**src/rtl/battlefront_ctrl.sv**
```systemverilog
// Lane-combat sequencer: divides clk into game ticks, strobes move/damage, routes damage, tracks base hp.
// Latency: move at T, damage at T+2, hp at T+3, fronts 1 cycle; no backpressure, enable only pauses IDLE.
module battlefront_ctrl #(
   parameter int unsigned TICK_DIV = 25_000_000,
   parameter logic [8:0]  LANE_END = 9'd400,
   parameter logic [7:0]  BASE_HP  = 8'd100
) (
   input  logic       clk,
   input  logic       reset,
   input  logic       enable,
   input  logic       player_alive,
   input  logic       enemy_alive,
   input  logic [8:0] player_pos,
   input  logic [8:0] enemy_pos,
   input  logic [7:0] player_dmg_out,
   input  logic [7:0] enemy_dmg_out,
   output logic       move_scen,
   output logic       damage_scen,
   output logic [8:0] enemy_front,
   output logic [8:0] player_front,
   output logic [7:0] enemy_damage_in,
   output logic [7:0] player_damage_in,
   output logic [7:0] player_base_hp,
   output logic [7:0] enemy_base_hp,
   output logic       game_over,
   output logic [1:0] winner
);

   localparam int unsigned CW = $clog2(TICK_DIV);

   localparam logic [2:0] S_IDLE   = 3'd0;
   localparam logic [2:0] S_MOVE   = 3'd1;
   localparam logic [2:0] S_WAIT   = 3'd2;
   localparam logic [2:0] S_DAMAGE = 3'd3;
   localparam logic [2:0] S_OVER   = 3'd4;

   logic [2:0]    r_state;
   logic [CW-1:0] r_cnt;
   logic          r_move;
   logic          r_damage;
   logic [8:0]    r_efront;
   logic [8:0]    r_pfront;
   logic [7:0]    r_edin;
   logic [7:0]    r_pdin;
   logic [7:0]    r_php;
   logic [7:0]    r_ehp;
   logic          r_over;
   logic [1:0]    r_winner;

   // Base attack conditions and damage captured at WAIT exit, applied at DAMAGE exit.
   logic          r_hit_pbase;
   logic          r_hit_ebase;
   logic [7:0]    r_pbase_dmg;
   logic [7:0]    r_ebase_dmg;

   logic          w_tick_end;
   logic          w_both_alive;
   logic [7:0]    w_php_next;
   logic [7:0]    w_ehp_next;

   assign w_tick_end   = (r_cnt == CW'(TICK_DIV - 1));
   assign w_both_alive = player_alive & enemy_alive;

   always_comb begin
      w_php_next = r_php;
      w_ehp_next = r_ehp;
      if (r_hit_pbase) begin
         w_php_next = (r_php > r_pbase_dmg) ? (r_php - r_pbase_dmg) : 8'd0;
      end
      if (r_hit_ebase) begin
         w_ehp_next = (r_ehp > r_ebase_dmg) ? (r_ehp - r_ebase_dmg) : 8'd0;
      end
   end

   always_ff @(posedge clk) begin
      if (reset) begin
         r_state     <= S_IDLE;
         r_cnt       <= '0;
         r_move      <= 1'b0;
         r_damage    <= 1'b0;
         r_efront    <= LANE_END;
         r_pfront    <= 9'd0;
         r_edin      <= 8'd0;
         r_pdin      <= 8'd0;
         r_php       <= BASE_HP;
         r_ehp       <= BASE_HP;
         r_over      <= 1'b0;
         r_winner    <= 2'b00;
         r_hit_pbase <= 1'b0;
         r_hit_ebase <= 1'b0;
         r_pbase_dmg <= 8'd0;
         r_ebase_dmg <= 8'd0;
      end else begin
         r_efront <= player_alive ? player_pos : LANE_END;
         r_pfront <= enemy_alive ? enemy_pos : 9'd0;
         r_move   <= 1'b0;
         r_damage <= 1'b0;
         case (r_state)
            S_IDLE: begin
               if (enable) begin
                  if (w_tick_end) begin
                     r_cnt   <= '0;
                     r_state <= S_MOVE;
                     r_move  <= 1'b1;
                  end else begin
                     r_cnt <= r_cnt + CW'(1);
                  end
               end
            end
            S_MOVE: begin
               r_state <= S_WAIT;
            end
            S_WAIT: begin
               r_state     <= S_DAMAGE;
               r_damage    <= 1'b1;
               r_edin      <= w_both_alive ? player_dmg_out : 8'd0;
               r_pdin      <= w_both_alive ? enemy_dmg_out : 8'd0;
               r_hit_pbase <= enemy_alive & ~player_alive & (enemy_pos >= LANE_END);
               r_hit_ebase <= player_alive & ~enemy_alive & (player_pos == 9'd0);
               r_pbase_dmg <= enemy_dmg_out;
               r_ebase_dmg <= player_dmg_out;
            end
            S_DAMAGE: begin
               r_edin <= 8'd0;
               r_pdin <= 8'd0;
               r_php  <= w_php_next;
               r_ehp  <= w_ehp_next;
               if ((w_php_next == 8'd0) || (w_ehp_next == 8'd0)) begin
                  r_state  <= S_OVER;
                  r_over   <= 1'b1;
                  r_winner <= {w_php_next == 8'd0, w_ehp_next == 8'd0};
               end else begin
                  r_state <= S_IDLE;
               end
            end
            S_OVER: begin
               r_state <= S_OVER;
            end
            default: begin
               r_state <= S_IDLE;
            end
         endcase
      end
   end

   assign move_scen        = r_move;
   assign damage_scen      = r_damage;
   assign enemy_front      = r_efront;
   assign player_front     = r_pfront;
   assign enemy_damage_in  = r_edin;
   assign player_damage_in = r_pdin;
   assign player_base_hp   = r_php;
   assign enemy_base_hp    = r_ehp;
   assign game_over        = r_over;
   assign winner           = r_winner;

endmodule

```
**config.mk**
```make
export PLATFORM = sky130hd
export DESIGN_NAME = battlefront_ctrl
export DESIGN_NICKNAME = d
export VERILOG_FILES = /design/src/rtl/battlefront_ctrl.sv
export SDC_FILE = /design/constraint.sdc
export NUM_CORES = 1
export LEC_CHECK = 0
export CORE_MARGIN = 8
export CORE_UTILIZATION = 44
export DETAILED_ROUTE_END_ITERATION = 10
export PLACE_DENSITY_LB_ADDON = 0.3
export REMOVE_ABC_BUFFERS = 1
export SYNTH_ARGS = -nofsm -noshare
export SYNTH_HDL_FRONTEND = slang
export SYNTH_SLANG_ARGS = --single-unit
```
**constraint.sdc**
```tcl
create_clock -name clk -period 2.63 [get_ports clk]
set_input_delay 0.3945 -clock clk [delete_from_list [all_inputs] [get_ports clk]]
set_output_delay 0.3945 -clock clk [all_outputs]
set_load 0.005 [all_outputs]
```
# Yosys cells after proc, flatten, opt, wreduce, memory -nomap -nowiden
# Cells that the tools add are included.
[totals]
ff_bits = 101
out_inout_bits = 55
wordCells = 65
input_bits = 39
[op_classes]
addsub = 3
n_mux = 15
eq_ne = 7
n_bitwise = 9
reduce_logical = 12
magnitude_cmp = 3
[op_table]
columns = ["cell", "count"]
rows = [
  ["8-bit two-way mux", 6],
  ["8-bit one-hot mux with 2 select lines", 2],
  ["25-bit by 1-bit adder with 25-bit output, second input constant", 1],
  ["25-bit == test, second input constant", 1],
  ["25-bit two-way mux", 1],
  ["8-bit > comparator", 2],
  ["8-bit zero test", 2],
  ["8-bit subtractor", 2],
  ["3-bit one-hot mux with 5 select lines", 1],
  ["9-bit greater-or-equal comparator, second input constant", 1],
  ["9-bit zero test", 1],
  ["3-bit two-way mux", 3],
  ["3-bit by 2-bit == test with 1-bit output, second input constant", 2],
  ["2-bit AND reduction", 3],
  ["1-bit bitwise AND", 5],
  ["2-bit inequality test, second input constant", 2],
  ["1-bit inverter", 4],
  ["2-bit OR reduction", 2],
  ["3-bit by 1-bit == test with 1-bit output, second input constant", 1],
  ["3-bit == test, second input constant", 1],
  ["3-bit zero test", 1],
  ["3-bit OR reduction", 1],
  ["1-bit two-way mux", 2],
  ["2-bit nonzero test", 1],
  ["1-bit logical OR", 1],
]

# Longest topological paths before layout
[depth]
depth_word = 7
ltp_mapped = 11

# Worst setup path before layout
# OpenSTA, ideal clock, no wires.
[synth_timing]
kind = "reg-to-reg"
start = "reg r_php[0], in the netlist player_base_hp[0]"
end = "reg r_winner[0], in the netlist winner[0]"
path_buffers = 0
setup_ns = 0.127
setup_slack_ns = 0.225
arrival_ns = 2.278
period_less_slack_ns = 2.405
path_stages_with_launch = 11
path_cell_list = "dfxtp_1 inv_1 ha_1 fa_1 nand2b_1 a21oi_1 xnor2_1 nor4b_1 o211ai_1 a211o_1 o2bb2ai_1"
[synth_via]
elab_chain_len = 6
[synth_rtl]
columns = ["element", "line", "rtl"]
rows = [
  ["from (decl)", "45", "logic [7:0] r_php;"],
  ["from (signal assigned)", "126", "r_php <= w_php_next;"],
  ["8-bit subtractor / 8-bit > comparator (equally long branches)", "68", "w_php_next = (r_php > r_pbase_dmg) ? (r_php - r_pbase_dmg) : 8'd0;"],
  ["8-bit two-way mux", "68", ""],
  ["8-bit two-way mux (*)", "67", "if (r_hit_pbase) begin"],
  ["8-bit zero test (*)", "128", "if ((w_php_next == 8'd0) || (w_ehp_next == 8'd0)) begin"],
  ["1-bit logical OR (*)", "128", ""],
  ["2-bit AND reduction (no line) (*)", "-", ""],
  ["to (signal assigned)", "131", "r_winner <= {w_php_next == 8'd0, w_ehp_next == 8'd0};"],
  ["to (decl)", "48", "logic [1:0] r_winner;"],
]
# Mark *: on every way between the ends. The rest lies on a longest branch, timed or not.
# A chain may end at the register's enable or synchronous reset.

# Worst setup path in the final report
[layout_timing]
start = "reg r_ehp[0], in the netlist enemy_base_hp[0]"
end = "reg r_over, in the netlist game_over"
[layout_via]
elab_chain_len = 6
[layout_rtl]
columns = ["element", "line", "rtl"]
rows = [
  ["from (decl)", "46", "logic [7:0] r_ehp;"],
  ["from (signal assigned)", "127", "r_ehp <= w_ehp_next;"],
  ["8-bit subtractor / 8-bit > comparator (equally long branches)", "71", "w_ehp_next = (r_ehp > r_ebase_dmg) ? (r_ehp - r_ebase_dmg) : 8'd0;"],
  ["8-bit two-way mux", "71", ""],
  ["8-bit two-way mux (*)", "70", "if (r_hit_ebase) begin"],
  ["8-bit zero test (*)", "128", ""],
  ["1-bit logical OR (*)", "128", ""],
  ["2-bit AND reduction (no line) (*)", "-", ""],
  ["to (signal assigned)", "87", "r_over <= 1'b0;"],
  ["to (signal assigned)", "130", "r_over <= 1'b1;"],
  ["to (decl)", "47", "logic r_over;"],
]
# Marked as above.

==> impl_metrics.ini <==
[worst_hold_path]
hold_path_depth = 2
min_from = reset
min_to = player_damage_in[5]
hold_path.class = input pin to register

[grt]
antenna_found_initial = 0
grt_usage_pct = 17.4
grt_max_degree = 26
grt_pass1_vias = 3889
grt_pass1_wl_mm = 18.8
grt-ovfl-total = 0

[floorplan]
dieArea_um2 = 13700
initial_core_util_pct = 44.3
core.rowCount = 37
die_w_um = 117
coreArea_um2 = 10100
chipHeight_um = 117
ioPinCount = 94

[clock_tree]
cts_buffers = 9
cts-root-buf = clkbuf_8
postCtsSetupBuffers = 0
clk_latency_ns = 0.38
path_clk_slew_ns = 0.10
cts_tree = done
cts_sinks = 101
clockBufferDepth = 2
cts_hold_buffers = 0
htree_num_levels = 3

[synth]
synth_common_cells = dfxtp_1, nor2_1, nand2_1, a21oi_1, inv_1
postSynthCellCount = 517
yosysMostFrequentCell = dfxtp_1
synth_seq_cells = 101
syn-cell-area_um2 = 4470
ys_warn_count = 0
synth_top_area_share_pct = 45.2
synthFlopType = dfxtp_1
synth_edf_count = 0
ys_types = 49
syn_area_per_cell_um2 = 8.65
synth.area.top_cells = dfxtp_1, nor2_1, ha_1
async_flop_share_pct = 0
ys_seq_area_share_pct = 45.2
yosysTopAreaCell = dfxtp_1

[setup_path]
critPathMaxFanout = 4
rr_worst_depth = 10
rr_startpoint = enemy_base_hp[0]
cp.arrival_ns = 2.72
worstSetupPathType = register to register
start_kind = register
worst_setup_path_end_kind = register
r2r-end = game_over
required_ns = 2.94
r2r_slack_ns = 0.22

[layout]
drive_gt1_share_pct = 5.07
final_nets = 666
syn_to_final_growth_pct = 28.5
num_antenna_cells = 0

[placement]
portBuffers = 93
dpl.hpwl_mm = 8.34
place_congestion = 0.860

[timing]
maxSlewHeadroom_pct = 54.4
slew_viol_final = 0
fmax_mhz = 415
finalSetupViolCount = 0
rsz0062_at_grt = false
period_needed_ns = 2.41
hold_viol = 0
fin_tns_setup_ns = 0
clock_skew_ns = 0.0163
tightestPinTransition_ns = 0.683
post-route-period-util_pct = 91.6

[status]
status = finished clean

[detailed_routing]
wl_per_cell_um = 14.7
drc_errors = 0
drt-total-wl_mm = 11.0
drtIter0Drc = 218
dr.pass1.iters = 4
viasPerCell = 5.14
vias = 3843
final_antenna_net_count = 0

[pwr]
power.density_nw_per_um2 = 513
leakage_nw = 2.06
peakVddDrop_v = 0.000384
power_w = 0.00295

[run]
maxCapViolations = 0
[kinds of logic after synthesis]
family                     count (synthesis)  synth area share [%]
DFF                                      101                  45.2
adders and majority gates                 19                  5.65
buffers and inverters                     52                  4.53
AOI/OAI and AO/OA                         93                  13.8
xor gates and xnor gates                  34                  6.66
and+or+nand+nor                          218                  24.1
[per-layer routing]
layer,share of wire (%),vias up,routed length [um],track usage [%]
li1,-,1960,-,-
met1,42,1755,4630,20.2
met2,46,114,5050,27.7
met3,10,14,1130,8.72
met4,1.4,0,149,5.38
met5,0,-,0,0
[layout make-up]
| cell class | count | area, um2 |
|---|---|---|
| Clock buffer | 10 | 128 |
| Clock inverter | 5 | 60.1 |
| Fill cell | 935 | 4340 |
| Inverter | 31 | 116 |
| Multi-Input combinational cell | 364 | 2270 |
| Sequential cell | 101 | 2020 |
| Tap cell | 136 | 170 |
| Timing Repair Buffer | 101 | 986 |
[placed cells by master, fill, tap and decap left out, types with 6 or more instances in the layout]
cell / netlist / layout
and2_1: 16 / 16
a21oi_1: 37 / 35
nand3_1: 15 / 15
inv_1: 30 / 30
nor4_1: 6 / 6
a22oi_1: 25 / 25
dfxtp_1: 101 / 101
nor3_1: 13 / 13
clkdlybuf4s50_1: 0 / 92
ha_1: 17 / 17
xor2_1: 23 / 23
nand2b_1: 9 / 9
nand4_1: 7 / 7
nand2_1: 52 / 52
buf_4: 0 / 8
clkbuf_8: 0 / 9
nor2b_1: 9 / 9
xnor2_1: 11 / 11
nor2_1: 68 / 68
[power breakdown]
part	total [W]	internal [W]	switching, W
clock network	0.000972	0.000438	0.000534
logic	0.000383	0.000182	0.000200
registers	0.00160	0.00157	0.0000283
total	0.00295	0.00219	0.000762
[registers in the layout, summed over array words and instances, names as in the netlist]
signal / cells
r_cnt: 25
enemy_damage_in: 8
player_front: 9
r_ebase_dmg: 8
r_hit_pbase: 1
enemy_base_hp: 8
r_hit_ebase: 1
damage_scen: 1
r_pbase_dmg: 8
player_damage_in: 8
winner: 2
move_scen: 1
r_state: 3
player_base_hp: 8
enemy_front: 9
game_over: 1
[repair_timing]
item	in CTS	in global routing
endpoints found under the setup margin	0	4
gates resized for setup	0	4
hold endpoints to repair	0	0
[worst max path at each step]
stage	depth (start not counted)	slack, ns	startpoint	end
2_1_floorplan	10	0.23	player_base_hp[0]	winner[0]
3_3_place_gp	10	0.14	player_base_hp[0]	winner[0]
3_5_place_dp	10	0.07	player_base_hp[0]	winner[0]
4_1_cts	10	0.04	player_base_hp[0]	winner[0]
5_1_grt	10	0.03	player_base_hp[0]	r_state[2]
6_report	10	0.22	enemy_base_hp[0]	game_over
[stage by stage]
step	instance area [um2]	hold WS, ns	setup WS (ns)	util (%)	instances
2_1_floorplan	4390	0.430	0.235	-	496
3_3_place_gp	5540	0.444	0.139	54.9	733
3_5_place_dp	5540	0.448	0.0718	54.9	733
4_1_cts	5730	0.436	0.0441	56.8	748
5_1_grt	5750	0.461	0.0323	57.0	748
6_report	5750	0.452	0.220	57.0	748
[worst max-delay path, cell delays in order (launching register included)]
cell and delay [ns]:
dfxtp_1 0.39, inv_1 0.06, ha_1 0.21, fa_1 0.40, nand2b_1 0.20, a21oi_2 0.16, nor3_1 0.08, xnor2_1 0.14
nand4b_1 0.18, o31a_1 0.35, a31oi_1 0.18
(Power assumes the default switching activity.)
